File: config.mk
export PLATFORM = sky130hd
export DESIGN_NAME = load_store_unit_flat
export DESIGN_NICKNAME = d
export VERILOG_FILES = /design/src/rtl/load_store_unit_if.sv /design/src/rtl/load_store_unit.sv /design/src/flat_wrapper.sv
export SDC_FILE = /design/constraint.sdc
export NUM_CORES = 1
export LEC_CHECK = 0
export ABC_AREA = 0
export CAP_MARGIN = 0
export CORE_MARGIN = 2
export CORE_UTILIZATION = 40
export DETAILED_ROUTE_END_ITERATION = 7
export PLACE_DENSITY = 0.81
export SYNTH_ARGS = -nofsm -noshare
export SYNTH_HDL_FRONTEND = slang
export SYNTH_SLANG_ARGS = --single-unit
export TNS_END_PERCENT = 5
File: constraint.sdc
create_clock -name clk -period 1.9 [get_ports clk]
set_input_delay 0.475 -clock clk [delete_from_list [all_inputs] [get_ports clk]]
set_output_delay 0.475 -clock clk [all_outputs]
set_load 0.02 [all_outputs]
File: src/rtl/load_store_unit_if.sv
// Data-memory port of the load/store unit: one read and one write channel,
// each a valid/ready handshake with address and data.
interface load_store_unit_if #(
    parameter int ADDR_W = 8,
    parameter int DATA_W = 8
);
    logic              mem_read_valid;
    logic [ADDR_W-1:0] mem_read_address;
    logic              mem_read_ready;
    logic [DATA_W-1:0] mem_read_data;
    logic              mem_write_valid;
    logic [ADDR_W-1:0] mem_write_address;
    logic [DATA_W-1:0] mem_write_data;
    logic              mem_write_ready;

    modport master (
        output mem_read_valid, mem_read_address,
        input  mem_read_ready, mem_read_data,
        output mem_write_valid, mem_write_address, mem_write_data,
        input  mem_write_ready
    );

    modport slave (
        input  mem_read_valid, mem_read_address,
        output mem_read_ready, mem_read_data,
        input  mem_write_valid, mem_write_address, mem_write_data,
        output mem_write_ready
    );
endinterface

File: src/rtl/load_store_unit.sv
// Per-thread load/store unit: runs one LDR/STR against the data-memory controller.
// Define LSU_TIMEOUT_EN to add a WAITING watchdog that reports through lsu_error.
module load_store_unit #(
    parameter int ADDR_W         = 8,
    parameter int DATA_W         = 8,
    parameter int TIMEOUT_CYCLES = 255
) (
    input  logic              clk,
    input  logic              reset,
    input  logic              enable,
    input  logic [2:0]        core_state,
    input  logic              mem_read_enable,
    input  logic              mem_write_enable,
    input  logic [7:0]        rs_data,
    input  logic [7:0]        rt_data,
    load_store_unit_if.master mem,
    output logic [1:0]        lsu_state,
    output logic [7:0]        lsu_out,
    output logic              lsu_error
);
    typedef enum logic [1:0] {
        IDLE       = 2'b00,
        REQUESTING = 2'b01,
        WAITING    = 2'b10,
        DONE       = 2'b11
    } state_t;

    localparam logic [2:0] CORE_ISSUE  = 3'b010;
    localparam logic [2:0] CORE_UPDATE = 3'b110;

    if (ADDR_W < 8 || DATA_W < 8 || TIMEOUT_CYCLES < 1 || TIMEOUT_CYCLES > 255) begin : g_bad_params
        $error("load_store_unit: unsupported parameter values");
    end

    state_t state, state_n;
    logic   is_load;
    logic   launch, complete, sel_ready;

`ifdef LSU_TIMEOUT_EN
    localparam logic [7:0] TIMEOUT_LAST = 8'(TIMEOUT_CYCLES - 1);
    logic [7:0] wait_cnt;
    logic       timed_out;
`endif

    // Only the channel this instruction uses can complete it.
    assign sel_ready = is_load ? mem.mem_read_ready : mem.mem_write_ready;
    assign lsu_state = state;

    always_ff @(posedge clk) begin
        if (!reset) state <= IDLE;
        else        state <= state_n;
    end

    always_comb begin
        state_n  = state;
        launch   = 1'b0;
        complete = 1'b0;
`ifdef LSU_TIMEOUT_EN
        timed_out = 1'b0;
`endif
        if (enable) begin
            unique case (state)
                IDLE: begin
                    if (core_state == CORE_ISSUE && (mem_read_enable || mem_write_enable)) begin
                        launch  = 1'b1;
                        state_n = REQUESTING;
                    end
                end
                REQUESTING: state_n = WAITING;
                WAITING: begin
                    if (sel_ready) begin
                        complete = 1'b1;
                        state_n  = DONE;
                    end
`ifdef LSU_TIMEOUT_EN
                    else if (wait_cnt == TIMEOUT_LAST) begin
                        timed_out = 1'b1;
                        state_n   = DONE;
                    end
`endif
                end
                DONE: begin
                    if (core_state == CORE_UPDATE) state_n = IDLE;
                end
                default: state_n = IDLE;
            endcase
        end
    end

    always_ff @(posedge clk) begin
        if (!reset) begin
            is_load               <= 1'b0;
            mem.mem_read_valid    <= 1'b0;
            mem.mem_read_address  <= '0;
            mem.mem_write_valid   <= 1'b0;
            mem.mem_write_address <= '0;
            mem.mem_write_data    <= '0;
            lsu_out               <= '0;
        end else if (enable) begin
            // LDR has priority; a simultaneous store is dropped entirely.
            if (launch) begin
                is_load <= mem_read_enable;
                if (mem_read_enable) begin
                    mem.mem_read_address <= ADDR_W'(rs_data);
                end else begin
                    mem.mem_write_address <= ADDR_W'(rs_data);
                    mem.mem_write_data    <= DATA_W'(rt_data);
                end
            end
            if (state == REQUESTING) begin
                mem.mem_read_valid  <= is_load;
                mem.mem_write_valid <= !is_load;
            end
            if (complete) begin
                mem.mem_read_valid  <= 1'b0;
                mem.mem_write_valid <= 1'b0;
                if (is_load) lsu_out <= mem.mem_read_data[7:0];
            end
`ifdef LSU_TIMEOUT_EN
            if (timed_out) begin
                mem.mem_read_valid  <= 1'b0;
                mem.mem_write_valid <= 1'b0;
                if (is_load) lsu_out <= 8'hFF;
            end
`endif
        end
    end

`ifdef LSU_TIMEOUT_EN
    always_ff @(posedge clk) begin
        if (!reset) begin
            wait_cnt  <= '0;
            lsu_error <= 1'b0;
        end else if (enable) begin
            if (state == REQUESTING)   wait_cnt <= '0;
            else if (state == WAITING) wait_cnt <= wait_cnt + 8'd1;
            if (launch)         lsu_error <= 1'b0;
            else if (timed_out) lsu_error <= 1'b1;
        end
    end
`else
    assign lsu_error = 1'b0;
`endif
endmodule

File: src/flat_wrapper.sv
// flat-port wrapper written by rule: the top's interface ports become plain ports
module load_store_unit_flat 
#(
    parameter int ADDR_W         = 8,
    parameter int DATA_W         = 8,
    parameter int TIMEOUT_CYCLES = 255
)
  (clk, reset, enable, core_state, mem_read_enable, mem_write_enable, rs_data, rt_data, lsu_state, lsu_out, lsu_error, mem_mem_read_valid, mem_mem_read_address, mem_mem_read_ready, mem_mem_read_data, mem_mem_write_valid, mem_mem_write_address, mem_mem_write_data, mem_mem_write_ready);
  load_store_unit_if #(.ADDR_W(ADDR_W), .DATA_W(DATA_W)) mem_i ();
  input  logic clk;
  input  logic reset;
  input  logic enable;
  input  logic [2:0] core_state;
  input  logic mem_read_enable;
  input  logic mem_write_enable;
  input  logic [7:0] rs_data;
  input  logic [7:0] rt_data;
  output logic [1:0] lsu_state;
  output logic [7:0] lsu_out;
  output logic lsu_error;
  output wire logic [$bits(mem_i.mem_read_valid)-1:0] mem_mem_read_valid;
  output wire logic [$bits(mem_i.mem_read_address)-1:0] mem_mem_read_address;
  input wire logic [$bits(mem_i.mem_read_ready)-1:0] mem_mem_read_ready;
  input wire logic [$bits(mem_i.mem_read_data)-1:0] mem_mem_read_data;
  output wire logic [$bits(mem_i.mem_write_valid)-1:0] mem_mem_write_valid;
  output wire logic [$bits(mem_i.mem_write_address)-1:0] mem_mem_write_address;
  output wire logic [$bits(mem_i.mem_write_data)-1:0] mem_mem_write_data;
  input wire logic [$bits(mem_i.mem_write_ready)-1:0] mem_mem_write_ready;
  assign mem_mem_read_valid = mem_i.mem_read_valid;
  assign mem_mem_read_address = mem_i.mem_read_address;
  assign mem_i.mem_read_ready = mem_mem_read_ready;
  assign mem_i.mem_read_data = mem_mem_read_data;
  assign mem_mem_write_valid = mem_i.mem_write_valid;
  assign mem_mem_write_address = mem_i.mem_write_address;
  assign mem_mem_write_data = mem_i.mem_write_data;
  assign mem_i.mem_write_ready = mem_mem_write_ready;
  load_store_unit #(.ADDR_W(ADDR_W), .DATA_W(DATA_W), .TIMEOUT_CYCLES(TIMEOUT_CYCLES)) u_core (.clk(clk), .reset(reset), .enable(enable), .core_state(core_state), .mem_read_enable(mem_read_enable), .mem_write_enable(mem_write_enable), .rs_data(rs_data), .rt_data(rt_data), .mem(mem_i), .lsu_state(lsu_state), .lsu_out(lsu_out), .lsu_error(lsu_error));
endmodule
==> flow_summary_export.csv <==
group,metric,value,unit
setup_path,crit_required,1.42,ns
cts,clock_latency,0.29,ns
timing,hold-worst-slack,0.4520,ns
synth,ys_seq_elements,37,
setup_path,startpoint_type,"flip-flop",
detailed_routing,firstDrtPassIters,4,
final_layout,final_common_cell,"clkdlybuf4s50_1",
placement,hpwl,2744,um
floorplan,start_util,0.4239,
synth,avgSynthCellArea,9.001,um^2
final_layout,diodes,0,
final_layout,fin_area,2466,um^2
setup_path,cp_data_arrival_time,1.32,ns
final_layout,layout_common_cells,"clkdlybuf4s50_1, nand2_1, dfxtp_1",
cts,cts_buffers,5,
detailed_routing,route.detailed.drc,0,
timing,setup_viol,0,
placement,io_buffers,69,
synth,ys.flop_type,"dfxtp_1",
final_layout,fill_cells,312,
timing,fin_worst_skew,0.008056,ns
synth,synth_top_family_by_area,"simple AND/OR/NAND/NOR gates",
floorplan,fp.dieArea,4456,um^2
global_routing,grt_util_all_layers,0.1851,
hold_path,min_path_type,"flip-flop to flip-flop",
placement,place.gp.congestion,0.7553,
synth,synthSimpleGateAreaFrac,0.2240,
power_and_ir_drop,finalPower,1489,uW
cts,hold_buffers,0,
run,cap_violations,0,
cts,ctsResizeCount,0,
setup_path,r2r_slack,0.27,ns
detailed_routing,wl_per_cell,12.31,um
detailed_routing,totalWireLength,3692,um
power_and_ir_drop,vdd_ir_drop_max,0.4314,mV
synth,seq_area_frac_synth,0.4702,
detailed_routing,vias,1420,
cts,h-tree-depth,2,
final_layout,final_net_count,290,
synth,synth-xor-area-share,0,
global_routing,grt_max_degree,19,
final_layout,drive_above_1_share,0.08730,
synth,synth-edff-count,0,
floorplan,rows,22,
synth,synth_cell_type_count,28,
detailed_routing,antenna_left,0,
cts,clk_path_buf_depth,2,
setup_path,cpLargestDelayFamily,"buffers and inverters",
timing,finalHoldViolCount,0,
setup_path,slowest_stage,"clkdlybuf4s50_1",
global_routing,grt_pass1_vias,1369,
run_status,outcome,"finished clean",
power_and_ir_drop,p_leak,0.0009173,uW
timing,rsz0062_at_grt,"false",
synth,synth_largest_area_cell,"dfxtp_1",
synth,synthAdderAreaFrac,0.03971,
setup_path,critical_path_buf_inv_count,1,
floorplan,io_pins,71,
cts,postCtsSetupBuffers,0,
synth,synthArstFlopShare,0,
power_and_ir_drop,power_density,603.7,nW/um^2
floorplan,core_area,3716,um^2
detailed_routing,via_per_inst,4.733,
global_routing,antenna_found_initial,0,
timing,setup_ws,0.1028,ns
setup_path,cp_max_fo,5,
setup_path,endpoint_kind,"output pin",
placement,dp_slack,-0.05834,ns
placement,place_area,2384,um^2
placement,dp.cells,292,
timing,period_share,0.9459,
final_layout,layout.cells.non_filler,300,
synth,muxShareOfSynthArea,0.06990,
timing,timing.fmax,556.4,MHz
cts,cts_tree,"done",
timing,drv_slew,0,
floorplan,die_x,66.76,um
floorplan,dieHeight,66.76,um
global_routing,grt_overflow,0,
setup_path,slowest_delay,0.63,ns
detailed_routing,drt_iter0_drc,44,
timing,layout_min_cycle_time,1.797,ns
synth,synth_top_area_frac,0.4702,
synth,ys_warn_count,0,
synth,syn_area,1575,um^2
setup_path,crit_type,"flip-flop to output pin",
cts,clk_pin_slew,0.07,ns
synth,synthCells,175,
cts,cts-root-buf,"clkbuf_8",
global_routing,grt_pass1_wl,6037,um
synth,synth_compound_area_frac,0.1589,
synth,syn_nets,214,
final_layout,syn_to_final_growth,56.55,%
cts,clock-sinks,37,
setup_path,path_cells,"clkdlybuf4s50_1",
synth,ys_top_cells_by_area,"dfxtp_1, nand2_1, a21boi_0, mux2i_1, ha_1",
per-layer routing:
| layer | wire length [um] | GRT usage | part of all wire |
|---|---|---|---|
| met2 | 1723 | 0.2963 | 0.47 |
| met3 | 315 | 0.06588 | 0.085 |
| met4 | 77 | 0.1173 | 0.021 |
| met5 | 0 | 0 | 0 |
| met1 | 1574 | 0.2077 | 0.43 |
registers in the layout, indices dropped and copies added (netlist names):
| register | flops |
|---|---|
| u_core.lsu_out | 8 |
| u_core.is_load | 1 |
| u_core.mem.mem_write_valid | 1 |
| u_core.lsu_state | 2 |
| u_core.mem.mem_write_address | 8 |
| u_core.mem.mem_read_valid | 1 |
| u_core.mem.mem_read_address | 8 |
| u_core.mem.mem_write_data | 8 |
synth_stat cells (2+ instances only):
cell type and count:
a21boi_0 15, a21boi_1 7, a21boi_2 3, a21oi_1 3, buf_2 2, clkbuf_1 5, dfxtp_1 37, ha_1 5
inv_1 2, mux2i_1 11, nand2_1 57, nand3_1 2, nor2_1 3, nor2b_1 8, o21ai_0 2
cells by family after synthesis:
family          Yosys count
mux                      11
compound gates           33
simple gates             77
other cells               1
buf+inv                  11
flops                    37
fa+ha+maj                 5
area by class of cell:
type	count	area, um^2	share of cell area
well taps	48	60.06	0.02435
clock inverters	2	10.01	0.004059
repair buffers	78	795.8	0.3227
clock buffers	6	72.57	0.02943
flip-flops and latches	37	740.7	0.3004
multi-input cells	127	779.5	0.3161
inverters	2	7.507	0.003044
power by group:
group          switching (uW)  internal (uW)  leakage (uW)
Clock                     265            254     0.0000450
Combinational            70.0            109      0.000574
Sequential               6.50            784      0.000298
worst paths after layout:
check | endpoint | from | cells past startpoint
max | lsu_state[0] | u_core.lsu_state[0]$_SDFFE_PN0P_ | 1
min | u_core.mem.mem_write_data[4]$_SDFFE_PN0P_ | u_core.mem.mem_write_data[4]$_SDFFE_PN0P_ | 2
min reg2reg | u_core.mem.mem_write_data[4]$_SDFFE_PN0P_ | u_core.mem.mem_write_data[4]$_SDFFE_PN0P_ | 2
max reg2reg | u_core.mem.mem_read_address[6]$_SDFFE_PN0P_ | u_core.lsu_state[0]$_SDFFE_PN0P_ | 7
per-stage QoR:
step | util | setup TNS [ns]
2_1_floorplan | - | 0
3_3_place_gp | 0.6414 | 0
3_5_place_dp | 0.6414 | -0.1256
4_1_cts | 0.6636 | 0
5_1_grt | 0.6636 | 0
6_report | 0.6636 | 0
Note: power is estimated with default switching activity, not from simulation.
